`config.mk`:
```
export PLATFORM = sky130hd
export DESIGN_NAME = rs_rr_arb_flat
export DESIGN_NICKNAME = d
export VERILOG_FILES = /design/src/rtl/rs_rr_arb_if.sv /design/src/rtl/rs_rr_arb.sv /design/src/flat_wrapper.sv
export SDC_FILE = /design/constraint.sdc
export NUM_CORES = 1
export LEC_CHECK = 0
export ABC_AREA = 1
export CORE_MARGIN = 2
export CORE_UTILIZATION = 38
export CTS_BUF_LIST = sky130_fd_sc_hd__clkbuf_16
export CTS_CLUSTER_SIZE = 10
export DETAILED_ROUTE_END_ITERATION = 8
export GPL_TIMING_DRIVEN = 0
export PLACE_DENSITY = 0.87
export SYNTH_ARGS = -nofsm -noshare
export SYNTH_HDL_FRONTEND = slang
export SYNTH_SLANG_ARGS = --single-unit
```
`constraint.sdc`:
```
create_clock -name clk -period 2.4 [get_ports clk]
set_clock_uncertainty 0.2 [all_clocks]
set_input_delay 0.48 -clock clk [delete_from_list [all_inputs] [get_ports clk]]
set_output_delay 0.48 -clock clk [all_outputs]
set_load 0.03 [all_outputs]
```
`src/rtl/rs_rr_arb_if.sv`:
```
// rs_rr_arb_if: requester fan-in and single output stream of the round-robin arbiter
interface rs_rr_arb_if #(
  parameter int NUM_REQ   = 4,
  parameter int PLD_WIDTH = 32
);
  localparam int ID_WIDTH = $clog2(NUM_REQ);
  logic [NUM_REQ-1:0]           s_vld;
  logic [NUM_REQ*PLD_WIDTH-1:0] s_pld;
  logic [NUM_REQ-1:0]           s_last;
  logic [NUM_REQ-1:0]           s_rdy;
  logic                         m_vld;
  logic [PLD_WIDTH-1:0]         m_pld;
  logic [ID_WIDTH-1:0]          m_id;
  logic                         m_last;
  logic                         m_rdy;
  modport slave (
    input  s_vld, s_pld, s_last, m_rdy,
    output s_rdy, m_vld, m_pld, m_id, m_last
  );
  modport master (
    output s_vld, s_pld, s_last, m_rdy,
    input  s_rdy, m_vld, m_pld, m_id, m_last
  );
endinterface

```
`src/rtl/rs_rr_arb.sv`:
```
// rs_rr_arb: round-robin fan-in into one registered output slice; RS_ARB_LOCK_EN holds grant for whole bursts
module rs_rr_arb #(
  parameter int NUM_REQ   = 4,
  parameter int PLD_WIDTH = 32
) (
  input  logic        clk,
  input  logic        rst,
  rs_rr_arb_if.slave  bus
);
  localparam int ID_WIDTH = $clog2(NUM_REQ);
  localparam int SW = ID_WIDTH + 1;
  logic [ID_WIDTH-1:0] ptr, g, idx, nxt;
  logic [SW-1:0]       sum;
  logic                ld, hit, hs;
`ifdef RS_ARB_LOCK_EN
  typedef enum logic {IDLE, LOCKED} st_t;
  st_t                 st;
  logic [ID_WIDTH-1:0] lock_id;
`endif
  assign ld  = !bus.m_vld || bus.m_rdy;
  assign nxt = (g == ID_WIDTH'(NUM_REQ - 1)) ? '0 : g + 1'b1;
  // scan downwards so the lowest offset from ptr wins
  always_comb begin
    g   = ptr;
    sum = '0;
    idx = '0;
    for (int k = NUM_REQ - 1; k >= 0; k--) begin
      sum = {1'b0, ptr} + SW'(k);
      idx = (sum >= SW'(NUM_REQ)) ? ID_WIDTH'(sum - SW'(NUM_REQ)) : sum[ID_WIDTH-1:0];
      if (bus.s_vld[idx]) g = idx;
    end
    hit = |bus.s_vld;
`ifdef RS_ARB_LOCK_EN
    if (st == LOCKED) begin
      g   = lock_id;
      hit = bus.s_vld[lock_id];
    end
`endif
    hs = ld && hit && !rst;
    bus.s_rdy = '0;
    bus.s_rdy[g] = hs;
  end
  always_ff @(posedge clk) begin
    if (rst) begin
      bus.m_vld  <= 1'b0;
      bus.m_pld  <= '0;
      bus.m_id   <= '0;
      bus.m_last <= 1'b0;
      ptr        <= '0;
`ifdef RS_ARB_LOCK_EN
      st         <= IDLE;
      lock_id    <= '0;
`endif
    end else if (ld) begin
      bus.m_vld <= hs;
      if (hs) begin
        bus.m_pld  <= bus.s_pld[g*PLD_WIDTH +: PLD_WIDTH];
        bus.m_id   <= g;
        bus.m_last <= bus.s_last[g];
`ifdef RS_ARB_LOCK_EN
        st      <= bus.s_last[g] ? IDLE : LOCKED;
        lock_id <= g;
        if (bus.s_last[g]) ptr <= nxt;
`else
        ptr <= nxt;
`endif
      end
    end
  end
endmodule
```
`src/flat_wrapper.sv`:
```
// flat-port wrapper written by rule: the top's interface ports become plain ports
module rs_rr_arb_flat 
#(
  parameter int NUM_REQ   = 4,
  parameter int PLD_WIDTH = 32
)
  (clk, rst, bus_s_vld, bus_s_pld, bus_s_last, bus_m_rdy, bus_s_rdy, bus_m_vld, bus_m_pld, bus_m_id, bus_m_last);
  rs_rr_arb_if #(.NUM_REQ(NUM_REQ), .PLD_WIDTH(PLD_WIDTH)) bus_i ();
  input  logic clk;
  input  logic rst;
  input wire logic [$bits(bus_i.s_vld)-1:0] bus_s_vld;
  input wire logic [$bits(bus_i.s_pld)-1:0] bus_s_pld;
  input wire logic [$bits(bus_i.s_last)-1:0] bus_s_last;
  input wire logic [$bits(bus_i.m_rdy)-1:0] bus_m_rdy;
  output wire logic [$bits(bus_i.s_rdy)-1:0] bus_s_rdy;
  output wire logic [$bits(bus_i.m_vld)-1:0] bus_m_vld;
  output wire logic [$bits(bus_i.m_pld)-1:0] bus_m_pld;
  output wire logic [$bits(bus_i.m_id)-1:0] bus_m_id;
  output wire logic [$bits(bus_i.m_last)-1:0] bus_m_last;
  assign bus_i.s_vld = bus_s_vld;
  assign bus_i.s_pld = bus_s_pld;
  assign bus_i.s_last = bus_s_last;
  assign bus_i.m_rdy = bus_m_rdy;
  assign bus_s_rdy = bus_i.s_rdy;
  assign bus_m_vld = bus_i.m_vld;
  assign bus_m_pld = bus_i.m_pld;
  assign bus_m_id = bus_i.m_id;
  assign bus_m_last = bus_i.m_last;
  rs_rr_arb #(.NUM_REQ(NUM_REQ), .PLD_WIDTH(PLD_WIDTH)) u_core (.clk(clk), .rst(rst), .bus(bus_i));
endmodule
```
==> run_results.csv, run 1 <==
group,metric,value,unit
global_routing,groute.layer.met2.usage,52.8,%
clocking,cts_buffers,5,
floorplanning,design.die.area,8450,sq um
yosys,post-synth-top-area-fraction,25.9,%
global_routing,global_route_met1_usage,32.9,%
min_path,worst_min_delay_path_class,"register to register",
yosys,yosys-top-cells-count,"139 x nand2_1, 112 x nor2_1, 77 x nand3_1, 48 x inv_1, 38 x dfxtp_1",
timing,timing.max_slew.rel_slack,65.4,%
placed_design,hpwlAfterDp,9200,um
min_path,min_delay_path_depth,2,
clocking,clock_tree.buffer_depth,2,
floorplanning,die_w,91.9,um
yosys,yosysUniqueCellTypes,21,
global_routing,grtUsageTotal,28.2,%
placed_design,finalWeightedCongestion,0.862,
critical_path,worstSetupStartpointType,"register",
placed_design,placement.setup.worst_slack,-1.48,ns
cells_and_area,finalNetCount,868,
routing,drc_errors,0,
yosys,seq_area_frac_synth,25.9,%
power_and_ir_drop,clock_power_share,8.1,%
clocking,number_of_clock_sinks_seen_by_cts,38,
critical_path,crit_required,1.72,ns
clocking,cts.htree.levels,2,
routing,antenna_violating_nets_post_route,0,
flow_run,max-cap-violations,0,
power_and_ir_drop,switching_power_as_a_share_of_total_power,52.4,%
timing,timing.final.crit_share,112,%
routing,detail_route.wl_per_cell,14.9,um
power_and_ir_drop,p_leak,2.52,nW
critical_path,worstSetupPathDepth,16,
floorplanning,start_util,38.6,%
critical_path,critical_path_peak_fanout,8,
power_and_ir_drop,power.combinational.fraction,78.0,%
critical_path,cp_bufs_invs,5,
critical_path,crit_type,"register to primary output",
power_and_ir_drop,power.sequential.fraction,13.9,%
floorplanning,design.portCount,179,
yosys,yosysMostFrequentCell,"nand2_1",
global_routing,grt_most_used_layer,"met2",
yosys,synth_warn,0,
floorplanning,core_area,7610,sq um
status,outcome,"finished, violations left",
status,failed_checks,"negative setup slack",
cells_and_area,final_area,5380,sq um
yosys,syn-num-nets,668,
timing,post-route-min-period,2.70,ns
yosys,synth_largest_area_cell,"dfxtp_1",
placed_design,buffer_ports.inserted,178,
yosys,ys_dominant_reg_cell,"dfxtp_1",
clocking,ctsHoldBuffers,0,
power_and_ir_drop,p_int,3.79,mW
cells_and_area,drive_above_1_share,14.5,%
power_and_ir_drop,power_per_cell_area,1480,nW/um^2
yosys,synthesis.area,2940,sq um
critical_path,arrival,2.02,ns
floorplanning,die_height,91.9,um
global_routing,grt_max_degree,17,
timing,finalSetupViolations,4,
critical_path,timing.critical_path.max_delay_family,"simple AND/OR/NAND/NOR gates",
yosys,syn_area_per_cell,5.55,sq um
clocking,clk_latency,0.27,ns
clocking,clk_pin_slew,0.06,ns
cells_and_area,diodes,0,
clocking,cts-root-buf,"clkbuf_16",
critical_path,critical-path-slowest-cell,"dfxtp_2",
critical_path,regToRegStartpoint,"u_core.ptr[0]",
yosys,top_post_synthesis_cells_by_area,"dfxtp_1 26%, nand2_1 18%, nor2_1 14%",
critical_path,critical_path.most_common_cell,"nand2_2",
cells_and_area,num-fill-cells,673,
routing,first_pass_iters,4,
min_path,hold_start,"u_core.bus.m_pld[15]",
global_routing,first_pass_grt_wire_length,19100,um
critical_path,worstSetupStartpoint,"u_core.ptr[0]",
global_routing,globalRouteOverflowTotal,0,
cells_and_area,postLayoutCoreUtil,70.7,%
routing,route.detailed.vias_per_inst,5.03,
yosys,postSynthRegisterBits,38,
placed_design,placed_cell_area,4860,sq um
timing,number_of_max_slew_violations_in_the_final_report,0,
yosys,synth_edf_count,0,
timing,worst_slack,-0.299,ns
clocking,tritoncts,"yes",
timing,max_freq,0.371,GHz
yosys,syn_inst,529,
routing,drtIter0Drc,190,
critical_path,reg2regPathDepth,19,
power_and_ir_drop,power.ir.vdd_worst,1.07,mV
critical_path,critical_path_cell_by_cell,"buf_8, inv_8, nand2_2, nand2_2, nand2_1, nand2_1, nand2_2, nand2_4, nand2_4, nand2_2, nand2_2, buf_8, buf_8, nand2_4, nor2_4, buf_6",
timing,worst_hold_slack,0.273,ns
cells_and_area,synthToLayoutAreaGrowth,83.3,%
global_routing,grt_antenna_before_repair,0,
global_routing,gr-usage-met3,4.19,%
critical_path,cp_slowest_stage_delay,0.32,ns
yosys,asyncSetResetFlopFracSynth,0,%
power_and_ir_drop,power.switching,4.17,mW
routing,wl,12400,um
global_routing,vias_in_the_first_global_route,4098,
timing,actual_transition_at_the_worst_max_transition_pin,0.519,ns
timing,hold_viol_final,0,
floorplanning,std_cell_rows,32,
timing,unrepaired_setup_endpoints_after_global_routing,"yes",
routing,via_count,4185,
critical_path,endpoint_kind,"primary output",
[metal layers]
layer  vias to the layer above  routed length [um]
met5                         -                   0
li1                       2083                   -
met4                         0                 437
met2                       173                6200
met1                      1893                4990
met3                        36                 742
[state kept, by name (all words and copies together), names as in the netlist]
name and count:
u_core.bus.m_pld 32, u_core.ptr 2, u_core.bus.m_last 1, u_core.bus.m_id 2, u_core.bus.m_vld 1
[cell usage in the layout, fill, tap and decap left out, types with 2 or more instances in the layout]
cell type        netlist  final
clkbuf_1              11      8
nand2_4                2     13
buf_6                  4      8
buf_2                 15     11
a21oi_1               31     31
nor2_4                 0      2
clkdlybuf4s15_1        0      2
nand2_1              139    121
nor2_1               112    105
inv_1                 48     46
nor2_2                 0      5
inv_2                  4      5
nand3_4                0      3
dfxtp_1               38     36
clkinv_1               1      2
clkdlybuf4s50_1        0    168
nand3_2                2      2
nand2_2                5     12
dlygate4sd2_1          0      2
buf_4                  7     22
nand3_1               77     74
clkbuf_16              0      6
nand4_1               27     27
buf_8                  0      5
[logic make-up after synthesis]
| group | synth area share (%) |
|---|---|
| buffers and inverters | 14.4 |
| flip-flops | 25.9 |
| AO/OA/AOI/OAI | 5.71 |
| AND/OR/NAND/NOR | 54.0 |
[metrics by stage]
stage / TNS, ns / power (mW) / instances
finish: -0.940 / 7.96 / 832
global route: -1.88 / 8.53 / 832
CTS: -0.646 / 7.69 / 829
detailed placement: -19.49 / 6.46 / 809
global placement: -18.17 / 6.29 / 809
floorplan: -0.000191 / 4.68 / 529
[worst reg2reg max path: stages (launching register included)]
cell and delay [ns]:
dfxtp_2 0.34, buf_8 0.14, inv_8 0.06, nand2_4 0.07, nand3_4 0.09, nand2_4 0.10, inv_2 0.04, nand2_2 0.07
nand2_4 0.08, nand2_4 0.09, nand2_2 0.07, nand2_2 0.09, buf_8 0.11, buf_4 0.18, buf_6 0.17, nand2_1 0.08
nand2_1 0.07, nor2_1 0.04, nor2_1 0.11, nor2_1 0.05
[cell type report]
cell class / instances / area, sq um / share of cell area (%)
clock buffers: 5 / 125 / 2.33
inverters: 54 / 213 / 3.95
plain buffers: 35 / 288 / 5.35
repair buffers: 195 / 1900 / 35.4
clock inverters: 3 / 16.3 / 0.302
flip-flops and latches: 38 / 766 / 14.2
well taps: 102 / 128 / 2.37
multi-input cells: 400 / 1940 / 36.1
[path summary, 6_finish.rpt]
path                     endpoint  slack [ns]
min reg2reg  u_core.bus.m_pld[15]        0.27
max reg2reg   u_core.bus.m_pld[3]        0.04
min          u_core.bus.m_pld[15]        0.27
max                  bus_s_rdy[1]       -0.30
[what timing repair did]
item	4_1_cts	5_1_grt
gates cloned	0	0
resized for setup	97	15
hold endpoints to repair	0	0
setup endpoints to repair	42	28
pin swaps	20	6
buffers inserted	14	3
[power groups by stage]
| stage | combinational (mW) | clock [mW] | sequential [mW] |
|---|---|---|---|
| finish | 6.21 | 0.642 | 1.11 |
| floorplan | 3.05 | 0 | 1.64 |
| detailed placement | 5.35 | 0 | 1.10 |
| global route | 6.70 | 0.684 | 1.14 |
| global placement | 5.21 | 0 | 1.08 |
| CTS | 5.95 | 0.647 | 1.10 |
No activity file was read; power rests on OpenSTA's default activity.
==> run 2: changes to the inputs <==
--- a/config.mk
+++ b/config.mk
@@ -13,6 +13,7 @@
 export DETAILED_ROUTE_END_ITERATION = 8
 export GPL_TIMING_DRIVEN = 0
 export PLACE_DENSITY = 0.87
+export SLEW_MARGIN = 20
 export SYNTH_ARGS = -nofsm -noshare
 export SYNTH_HDL_FRONTEND = slang
 export SYNTH_SLANG_ARGS = --single-unit
==> results of run 2 <==
Same layout as run 1: the final DEF is identical, and so are final timing and power.
==> RTL edit: new RTL, flow settings as in run 2 <==
`NUM_REQ` is set to 4 in 3 places; all go to 2.
--- a/src/rtl/rs_rr_arb_if.sv
+++ b/src/rtl/rs_rr_arb_if.sv
@@ -2,3 +2,3 @@
 interface rs_rr_arb_if #(
-  parameter int NUM_REQ   = 4,
+  parameter int NUM_REQ   = 2,
   parameter int PLD_WIDTH = 32
--- a/src/rtl/rs_rr_arb.sv
+++ b/src/rtl/rs_rr_arb.sv
@@ -2,3 +2,3 @@
 module rs_rr_arb #(
-  parameter int NUM_REQ   = 4,
+  parameter int NUM_REQ   = 2,
   parameter int PLD_WIDTH = 32
--- a/src/flat_wrapper.sv
+++ b/src/flat_wrapper.sv
@@ -3,3 +3,3 @@
 #(
-  parameter int NUM_REQ   = 4,
+  parameter int NUM_REQ   = 2,
   parameter int PLD_WIDTH = 32
Interface: changed (5 resized); port bits go from 179 to 108. The function was not compared with the original's and may differ.
==> RTL edit against run 2 <==
Power is 78% lower. Setup slack improved by 400 ps. Critical path type is now input port to output port. Highest routed layer unchanged. Sequential cell count decreased by 2. Routed wire length shrank 53%. Area after synthesis shrank 36%. Design area decreased by 40%. Sequential share of layout area increased by 8.2 points. Hold slack gained 40 ps. Largest cell class unchanged.
==> RTL edit: results <==
[synth]
yosys-top-cells-area = "dfxtp_1 38%, nand3_1 26%, nand2_1 14%, inv_1 7.0%, buf_4 4.8%"
synth_nets = 343
netlist_top_cells_count = "99 x nand3_1, 68 x nand2_1, 36 x dfxtp_1"
synth_cell_type_count = 15
ys_seq_area_share_pct = 38.1

[critical_path]
crit_arrival_ps = 1620
worstRegToRegCells = 8
slowest_delay_ps = 470
cp_max_fo = 10
crit_path_start = "bus_m_rdy"
r2r_slack_ps = 940
r2r-start = "u_core.ptr"
r2r_end = "u_core.bus.m_pld[29]"
slowest_stage = "clkdlybuf4s50_1"

[global_routing]
grt.total_usage_pct = 21.4
grt_pass1_vias = 2041
grt_pass1_wl_um = 9130
grt_start_max_net_pins = 11

[timing]
worst_pin_slew_ps = 340
period_needed_ps = 2300

[place]
place_area_sq_um = 3040
place_hpwl_um = 4190
place_congestion = 0.713
place_ws_ps = -516
portBuffers = 107

[cells_and_area]
layout.nets = 461
drive_above_1_share_pct = 9.72
largest_reg_flops = 32

[detailed_routing]
vias = 2196
finalWirelength_um = 5810
drt_iter0_markers = 119

[power_and_ir_drop]
p_sw_uw = 504
vdd_drop_max_v = 0.000280

[run_status]
status = "finished clean"
-- RTL edit: final cells by class --
class	instances	area, sq um	area share (%)
Buffer	19	174	5.42
Clock buffer	5	125	3.90
Clock inverter	3	11.3	0.351
Inverter	39	146	4.56
Multi-Input combinational cell	178	852	26.5
Sequential cell	36	721	22.5
Tap cell	67	83.8	2.61
Timing Repair Buffer	111	1100	34.2
-- RTL edit: worst min-delay path by stage --
stage,from,to,slack [ps],cells past startpoint
floorplan,rst,u_core.bus.m_vld,350,1
detailed placement,u_core.bus.m_id,u_core.bus.m_id,310,2
finish,u_core.bus.m_id,u_core.bus.m_id,310,2
global route,u_core.bus.m_id,u_core.bus.m_id,370,2
global placement,u_core.bus.m_id,u_core.bus.m_id,310,2
CTS,u_core.bus.m_id,u_core.bus.m_id,330,2
-- RTL edit: repair_timing --
action | 4_1_cts | 5_1_grt
buffers inserted | 2 | 2
gates resized for setup | 13 | 0
hold buffers | 0 | 0
cloned | 0 | 0
endpoints found under the setup margin | 2 | 2
-- RTL edit: power by group through the flow --
| stage | sequential [uW] | combinational, uW | clock [uW] |
|---|---|---|---|
| after floorplan | 752 | 186 | 0 |
| after global placement | 674 | 500 | 0 |
| after detailed placement | 675 | 508 | 0 |
| after CTS | 663 | 515 | 610 |
| after global routing | 668 | 557 | 636 |
| final | 664 | 515 | 597 |
-- RTL edit: cells by family after synthesis --
kind of cell	Yosys count	synth area share (%)
AOI/OAI and AO/OA	6	3.38
buffers and inverters	58	16.8
DFF	36	38.1
and+or+nand+nor	172	41.7
-- RTL edit: through the flow --
stage	util [%]	instances
after floorplan	-	272
after global placement	64.0	446
after detailed placement	64.0	446
after CTS	67.2	456
after global routing	67.5	458
final	67.5	458
-- RTL edit: metal layers --
layer	global-route usage (%)	wire, um	vias up
met2	37.4	2910	85
met1	26.5	2400	999
li1	-	-	1105
met5	0	0	-
met4	6.75	74	0
met3	3.93	421	7
-- RTL edit: critical path, delay by kind of cell --
kind | cells | cell delay (ps)
buffers and inverters | 4 | 840
AND/OR/NAND/NOR | 1 | 150
AO/OA/AOI/OAI | 1 | 140
